==> src/rtl/ray_slice_sequencer_if.sv <==
// Frame request and ray-stream bundle between the sequencer and the slice-angle/ray-caster stages.
// The master modport is the sequencer side.
interface ray_slice_sequencer_if;
   logic       frame_start;
   logic [8:0] player_angle;
   logic       frame_busy;
   logic       frame_done;
   logic       ray_valid;
   logic       ray_ready;
   logic [7:0] slice_index;
   logic [8:0] ray_angle_int;
   logic [2:0] ray_angle_frac;
   logic       last_slice;

   modport master (
      input  frame_start, player_angle, ray_ready,
      output frame_busy, frame_done, ray_valid, slice_index,
             ray_angle_int, ray_angle_frac, last_slice
   );

   modport slave (
      output frame_start, player_angle, ray_ready,
      input  frame_busy, frame_done, ray_valid, slice_index,
             ray_angle_int, ray_angle_frac, last_slice
   );
endinterface

==> src/rtl/ray_slice_sequencer.sv <==
// Per-frame ray sequencer: walks screen columns and emits one wrapped ray angle per column.
// Angles come from an accumulator kept in eighths of a degree, so no multiplier is needed.
module ray_slice_sequencer #(
   parameter int unsigned SLICES           = 160,
   parameter int unsigned HALF_FOV_EIGHTHS = 240,
   parameter int unsigned STEP_EIGHTHS     = 3
) (
   input  logic                  clk,
   input  logic                  reset,
   ray_slice_sequencer_if.master io_ray
);
   localparam int unsigned ACC_W     = 12;
   localparam int unsigned IDX_W     = 8;
   localparam int unsigned FULL_TURN = 2880;

   typedef enum logic [1:0] {S_IDLE, S_EMIT, S_DONE} state_t;

   state_t             r_state, w_state_nxt;
   logic [IDX_W-1:0]   r_slice, w_slice_nxt;
   logic [ACC_W-1:0]   r_acc, w_acc_nxt;
   logic               r_valid, w_valid_nxt;
   logic               r_last, w_last_nxt;
   logic               r_busy, w_busy_nxt;
   logic               r_done, w_done_nxt;

   logic [8:0]         w_heading;
   logic [ACC_W-1:0]   w_head8;
   logic [ACC_W-1:0]   w_start_acc;
   logic [ACC_W-1:0]   w_step_sum;
   logic [ACC_W-1:0]   w_step_acc;
   logic               w_xfer;

   // Start angle (heading - half FOV) and per-slice step, both wrapped into one turn
   always_comb begin
      w_heading   = (io_ray.player_angle < 9'd360) ? io_ray.player_angle
                                                   : io_ray.player_angle - 9'd360;
      w_head8     = {w_heading, 3'b000};
      w_start_acc = (w_head8 >= ACC_W'(HALF_FOV_EIGHTHS))
                  ? w_head8 - ACC_W'(HALF_FOV_EIGHTHS)
                  : w_head8 + ACC_W'(FULL_TURN - HALF_FOV_EIGHTHS);
      w_step_sum  = r_acc + ACC_W'(STEP_EIGHTHS);
      w_step_acc  = (w_step_sum >= ACC_W'(FULL_TURN)) ? w_step_sum - ACC_W'(FULL_TURN)
                                                      : w_step_sum;
      w_xfer      = r_valid & io_ray.ray_ready;
   end

   always_comb begin
      w_state_nxt = r_state;
      w_slice_nxt = r_slice;
      w_acc_nxt   = r_acc;
      w_valid_nxt = r_valid;
      w_last_nxt  = r_last;
      w_busy_nxt  = r_busy;
      w_done_nxt  = 1'b0;
      case (r_state)
         S_IDLE: begin
            if (io_ray.frame_start) begin
               w_state_nxt = S_EMIT;
               w_slice_nxt = '0;
               w_acc_nxt   = w_start_acc;
               w_valid_nxt = 1'b1;
               w_last_nxt  = (SLICES == 32'd1);
               w_busy_nxt  = 1'b1;
            end
         end
         S_EMIT: begin
            if (w_xfer) begin
               if (r_last) begin
                  w_state_nxt = S_DONE;
                  w_valid_nxt = 1'b0;
                  w_last_nxt  = 1'b0;
                  w_done_nxt  = 1'b1;
               end else begin
                  w_slice_nxt = r_slice + IDX_W'(1);
                  w_acc_nxt   = w_step_acc;
                  w_last_nxt  = (r_slice == IDX_W'(SLICES - 2));
               end
            end
         end
         S_DONE: begin
            w_state_nxt = S_IDLE;
            w_busy_nxt  = 1'b0;
         end
         default: begin
            w_state_nxt = S_IDLE;
            w_valid_nxt = 1'b0;
            w_last_nxt  = 1'b0;
            w_busy_nxt  = 1'b0;
         end
      endcase
   end

   always_ff @(posedge clk) begin
      if (reset) begin
         r_state <= S_IDLE;
         r_slice <= '0;
         r_acc   <= '0;
         r_valid <= 1'b0;
         r_last  <= 1'b0;
         r_busy  <= 1'b0;
         r_done  <= 1'b0;
      end else begin
         r_state <= w_state_nxt;
         r_slice <= w_slice_nxt;
         r_acc   <= w_acc_nxt;
         r_valid <= w_valid_nxt;
         r_last  <= w_last_nxt;
         r_busy  <= w_busy_nxt;
         r_done  <= w_done_nxt;
      end
   end

   assign io_ray.ray_valid      = r_valid;
   assign io_ray.slice_index    = r_slice;
   assign io_ray.ray_angle_int  = r_acc[ACC_W-1:3];
   assign io_ray.ray_angle_frac = r_acc[2:0];
   assign io_ray.last_slice     = r_last;
   assign io_ray.frame_busy     = r_busy;
   assign io_ray.frame_done     = r_done;
endmodule

==> src/flat_wrapper.sv <==
// flat-port wrapper written by rule: the top's interface ports become plain ports
module ray_slice_sequencer_flat 
#(
   parameter int unsigned SLICES           = 160,
   parameter int unsigned HALF_FOV_EIGHTHS = 240,
   parameter int unsigned STEP_EIGHTHS     = 3
)
  (clk, reset, io_ray_frame_start, io_ray_player_angle, io_ray_ray_ready, io_ray_frame_busy, io_ray_frame_done, io_ray_ray_valid, io_ray_slice_index, io_ray_ray_angle_int, io_ray_ray_angle_frac, io_ray_last_slice);
  ray_slice_sequencer_if io_ray_i ();
  input  logic clk;
  input  logic reset;
  input wire logic [$bits(io_ray_i.frame_start)-1:0] io_ray_frame_start;
  input wire logic [$bits(io_ray_i.player_angle)-1:0] io_ray_player_angle;
  input wire logic [$bits(io_ray_i.ray_ready)-1:0] io_ray_ray_ready;
  output wire logic [$bits(io_ray_i.frame_busy)-1:0] io_ray_frame_busy;
  output wire logic [$bits(io_ray_i.frame_done)-1:0] io_ray_frame_done;
  output wire logic [$bits(io_ray_i.ray_valid)-1:0] io_ray_ray_valid;
  output wire logic [$bits(io_ray_i.slice_index)-1:0] io_ray_slice_index;
  output wire logic [$bits(io_ray_i.ray_angle_int)-1:0] io_ray_ray_angle_int;
  output wire logic [$bits(io_ray_i.ray_angle_frac)-1:0] io_ray_ray_angle_frac;
  output wire logic [$bits(io_ray_i.last_slice)-1:0] io_ray_last_slice;
  assign io_ray_i.frame_start = io_ray_frame_start;
  assign io_ray_i.player_angle = io_ray_player_angle;
  assign io_ray_i.ray_ready = io_ray_ray_ready;
  assign io_ray_frame_busy = io_ray_i.frame_busy;
  assign io_ray_frame_done = io_ray_i.frame_done;
  assign io_ray_ray_valid = io_ray_i.ray_valid;
  assign io_ray_slice_index = io_ray_i.slice_index;
  assign io_ray_ray_angle_int = io_ray_i.ray_angle_int;
  assign io_ray_ray_angle_frac = io_ray_i.ray_angle_frac;
  assign io_ray_last_slice = io_ray_i.last_slice;
  ray_slice_sequencer #(.SLICES(SLICES), .HALF_FOV_EIGHTHS(HALF_FOV_EIGHTHS), .STEP_EIGHTHS(STEP_EIGHTHS)) u_core (.clk(clk), .reset(reset), .io_ray(io_ray_i));
endmodule
==> config.mk <==
export PLATFORM = sky130hd
export DESIGN_NAME = ray_slice_sequencer_flat
export DESIGN_NICKNAME = d
export VERILOG_FILES = /design/src/rtl/ray_slice_sequencer_if.sv /design/src/rtl/ray_slice_sequencer.sv /design/src/flat_wrapper.sv
export SDC_FILE = /design/constraint.sdc
export NUM_CORES = 1
export LEC_CHECK = 0
export ABC_CLOCK_PERIOD_IN_PS = 2700
export BUFFER_PORTS_ARGS = -buffer_cell sky130_fd_sc_hd__buf_2
export CORE_MARGIN = 2
export CORE_UTILIZATION = 34
export DETAILED_ROUTE_END_ITERATION = 12
export GPL_TIMING_DRIVEN = 0
export PLACE_DENSITY_LB_ADDON = 0.15
export SLEW_MARGIN = 10
export SYNTH_ARGS = -nofsm -noshare
export SYNTH_HDL_FRONTEND = slang
export SYNTH_SLANG_ARGS = --single-unit
export TNS_END_PERCENT = 10
==> constraint.sdc <==
create_clock -name clk -period 2.7 [get_ports clk]
set_input_delay 0.135 -clock clk [delete_from_list [all_inputs] [get_ports clk]]
set_output_delay 0.135 -clock clk [all_outputs]
set_load 0.01 [all_outputs]
[Yosys cells after proc, flatten, opt, wreduce, memory -nomap -nowiden]
Index checks and enable logic that the tools add are counted.
Operators by class
  equality and inequality tests: 7
  shifts and indexed selects: 0
  multiplexer cells: 25
  order comparisons: 3
  multipliers: 0
  divide/modulo/power cells: 0
  $add $sub $neg: 6
  reduce and logical (&&, ||, !) cells: 8
  bitwise logic cells: 4
Operator list (count)
  $mux W12: 5
  $mux W8: 3
  $pmux W12 S2: 1
  $pmux W8 S2: 1
  $add A12 B12 Y12 const B: 1
  $add A12 B2 Y12 const B: 1
  $ge A12 B12 Y1 const B: 1
  $ge A12 B8 Y1 const B: 1
  $sub A12 B12 Y12 const B: 1
  $sub A12 B8 Y12 const B: 1
  $lt A9 B9 Y1 const B: 1
  $mux W9: 1
  $sub A9 B9 Y9 const B: 1
  $add A8 B1 Y8 const B: 1
  $eq A8 B8 Y1 const B: 1
  $reduce_and A4 Y1: 2
  $mux W1: 7
  $mux W2: 3
  $pmux W1 S3: 2
  $reduce_and A3 Y1: 2
  $ne A2 B1 Y1 const B: 2
  $ne A2 B2 Y1 const B: 2
  $pmux W2 S2: 1
  $not A1 Y1: 3
  8 further kinds: 8
Storage, ports and cells
  input bits: 13
  memory bits (writable): 0
  ROM bits: 0
  output and inout bits: 24
  logic and storage cells: 60
  latch bits: 0
  memories kept: 0
  register bits: 26

[Longest topological paths before layout]
  depth after elaboration: 6
  depth in mapped cells: 11
  depth with buffers taken out: 11

[Worst setup path before layout]
OpenSTA, ideal clock, no wires.
  kind: register to register
  from: register u_core.r_acc[0]
  to: register u_core.r_acc[6]
  clock period less this slack: 2.453 ns
  stages on the path, launching flop included: 12
  data required time: 2.629 ns
  library setup time: 0.071 ns
  arrival time: 2.382 ns
  buffers on the path: 0
  setup slack: 0.247 ns
  cell sequence: dfxtp_1 > inv_1 > ha_1 > and3b_1 > nand3_1 > xnor2_1 > ha_1 > o2111ai_1 > a311oi_2 > xor2_1 > nand3_1 > a21oi_1
On the way
  word-level cells in the longest chain between the ends: 6
  elaborated cells between the ends (all ways): 7
  those cells by class: add/sub: 2; order compare: 1; mux: 4
Ends and longest elaborated chain
  start: declaration: RTL line ray_slice_sequencer.sv:20  | logic [ACC_W-1:0] r_acc, w_acc_nxt;
  start signal: assignment: RTL line ray_slice_sequencer.sv:105  | r_acc <= w_acc_nxt;
  $add A12 B2 Y12 (*): RTL line ray_slice_sequencer.sv:41  | w_step_sum = r_acc + ACC_W'(STEP_EIGHTHS);
  $sub A12 B12 Y12 or $ge A12 B12 Y1 (tied branches): RTL line ray_slice_sequencer.sv:42  | w_step_acc = (w_step_sum >= ACC_W'(FULL_TURN)) ? w_step_sum - ACC_W'(FULL_TURN)
  $mux W12 (*): RTL line ray_slice_sequencer.sv:42
  $mux W12 (*): RTL line ray_slice_sequencer.sv:68  | if (r_last) begin
  $mux W12 (*): RTL line ray_slice_sequencer.sv:67  | if (w_xfer) begin
  $pmux W12 S2 (*): RTL line ray_slice_sequencer.sv:55  | case (r_state)
Mark *: on every way between the ends. The rest lies on a longest branch, timed or not. The select of a mux whose other input is x is not followed.
A chain may end at the register's enable or synchronous reset.

[Final worst setup path]
  from: register u_core.r_acc[1]
  to: register u_core.r_acc[6]
Same word-level chain as after synthesis.

==> impl_metrics.toml <==
[floorplan]
die_area_sq_um = 7384
coreArea_sq_um = 6422
dieHeight_um = 85.93
rows = 29
initial_core_util = 0.3553
die_x_um = 85.93
io_pins = 37

[drt]
drtPass1Iterations = 5
dr_wl_met3_um = 235
wl_um = 5999
via_per_inst = 5.460
met2_length_um = 2750
top_layer = "met4"
vias = 2255
antenna_left = 0
drt_iter0_markers = 176
avgRoutedWirePerCell_um = 14.53
drc = 0
wl_met1_um = 2965

[global_routing]
grt_pass1_wl_um = 9867
grt_usage = 0.1608
grt_pass1_vias = 2010
antenna_found_initial = 0
grt_max_degree = 15
overflow = 0

[sta]
worstMarginPinSlew_ps = 511.9
drv_slew = 0
skew_ps = 3.697
max_freq_mhz = 395.2
setup_slack_ps = 169.9
hold_viol = 0
setup_viol = 0
relSlewSlack = 0.6551
period_share = 0.9371
holdWs_ps = 134.7
setup_tns_ps = 0
period_minus_slack_ps = 2530

[placement]
place_congestion = 0.8842
portBuffers = 34
placed_cells = 406
dp_slack_ps = -140.6
dpl.hpwl_um = 4620
placed_area_sq_um = 2549

[logic_synthesis]
synth_edf_count = 0
yosysTopAreaCellShare = 0.2281
syn_area_sq_um = 2282
ys_warn_count = 0
synth_top_area_cell = "dfxtp_1"
synth_cells = 295
syn_area_per_cell_sq_um = 7.736
syn-num-nets = 315
ys_types = 71
ys_ff_latch = 26
ys_seq_area_frac = 0.2281
yosys-top-cells-area = "dfxtp_1 (23%), nor2_1 (6.9%), a21oi_1 (4.4%), nand2_1 (3.9%), ha_1 (3.8%)"
ys.flop_type = "dfxtp_1"
async_flop_share = 0

[power]
totalPowerFinal_mw = 0.9863
leakagePower_nw = 1.097
p_per_area_nw_per_um2 = 371.3
peakVddDrop_uv = 144.8

[final_layout]
utilization = 0.4136
layoutNonFillerInstCount = 413
multi_input_area_sq_um = 1644
final_cell_area_sq_um = 2656
drive_gt1_frac = 0.2381
syn_to_final_growth_pct = 16.39
diodes = 0
nets = 357
fillers = 673
seqCellArea_sq_um = 528.0

[worst_hold_path]
hp-class = "in -> reg"

[clocking]
cts_buffers = 3
cts_buffer_depth = 2
cts.sinks = 26
path_clk_slew_ps = 90
clockRootBuffer = "clkbuf_8"
cts_tree = "built"
clk_latency_ps = 270
hold_buffers = 0
cts-htree-levels = 1

[run_status]
status = "finished, final reports clean"

[critical_path]
end_kind = "flip-flop"
start_kind = "flip-flop"
rrSetupSlack_ps = 170
crit_type = "reg -> reg"
cp.required_ps = 2900
crit_arrival_ps = 2730
worst-path-max-fanout = 9

[job]
cap_violations = 0
cells by family after synthesis:
logic type               Yosys count  share of synthesized area
multiplexers                       2                    0.01480
adder cells (fa/ha/maj)            8                    0.04276
flip-flops                        26                     0.2281
buffers and inverters             29                    0.06140
AO/OA/AOI/OAI                     76                     0.2538
XOR/XNOR                          21                    0.08388
AND/OR/NAND/NOR                  133                     0.3153
what timing repair did:
item	in CTS	in global routing
buffers inserted	0	3
gates resized for setup	3	6
hold endpoints to repair	0	0
pin swaps	1	3
setup endpoints to repair	3	4
where the power goes:
group | switching [mW] | leakage (nW) | total (mW) | internal (mW)
clock | 0.128 | 0.0288 | 0.258 | 0.130
combinational | 0.175 | 0.855 | 0.302 | 0.127
sequential | 0.0266 | 0.214 | 0.426 | 0.400
total | 0.330 | 1.10 | 0.986 | 0.657
flip-flops by register name, indices dropped and copies added, names as in the netlist:
name / count
u_core.io_ray.slice_index: 8
u_core.r_acc: 12
u_core.io_ray.ray_valid: 1
u_core.r_state: 2
u_core.io_ray.last_slice: 1
u_core.io_ray.frame_done: 1
u_core.io_ray.frame_busy: 1
worst max-delay path: stages (launching register included):
cell	delay, ps
dfxtp_4	390
inv_1	70
ha_2	230
and3b_2	290
nand3_2	110
xnor2_2	200
ha_1	200
o2111ai_2	150
a311oi_2	360
xor2_1	240
nand3_1	100
a21oi_1	120
Yosys cell counts, drive strengths merged, types with 2 or more instances:
cell and number:
o32ai 2, clkbuf 8, a21oi 20, nand4b 2, and3b 2, nor2 43
nand2b 7, inv 12, nand3b 4, o21ai 16, nand4 9, buf 9
or2 2, a311oi 3, nand2 25, ha 7, a31o 2, nor2b 4
a31oi 2, nor4 2, a211oi 4, o211ai 3, o21a 2, nor3 7
a22o 2, nand3 12, dfxtp 26, o221ai 2, xnor2 10, and2 3
o2111ai 4, o221a 2, and3 4, a32o 2, xor2 11, a21o 2
metal layers:
layer,track usage,up-vias
li1,-,1151
met2,0.2544,52
met4,0.04040,0
met1,0.2289,1048
met3,0.02310,4
met5,0,-
path summary, 6_finish.rpt:
| kind | cells after the start | endpoint | from |
|---|---|---|---|
| worst max-delay path | 11 | u_core.r_acc[6]$_SDFFE_PP0P_ | u_core.r_acc[1]$_SDFFE_PP0P_ |
| worst min-delay path | 2 | u_core.r_acc[10]$_SDFFE_PP0P_ | reset |
| worst max register to register | 11 | u_core.r_acc[6]$_SDFFE_PP0P_ | u_core.r_acc[1]$_SDFFE_PP0P_ |
| worst min register to register | 2 | u_core.io_ray.frame_busy$_SDFFE_PP0P_ | u_core.io_ray.frame_busy$_SDFFE_PP0P_ |
cell type report:
cell class / count / share of cell area
multi-input combinational: 240 / 0.6189
buffer: 17 / 0.03580
inverter: 12 / 0.01696
clock buffer: 4 / 0.02073
tap: 77 / 0.03627
timing repair buffer: 37 / 0.07254
sequential: 26 / 0.1988
placed cells by master, fill, tap and decap left out, types with 7 or more instances in the layout:
cell and count:
a21oi_1 20, buf_2 38, clkbuf_1 8, dfxtp_1 24, inv_1 12, nand2_1 24
nand2b_1 7, nand3_1 11, nand4_1 8, nor2_1 42, o21ai_0 15, xnor2_1 9
xor2_1 10
(Power assumes the default switching activity.)
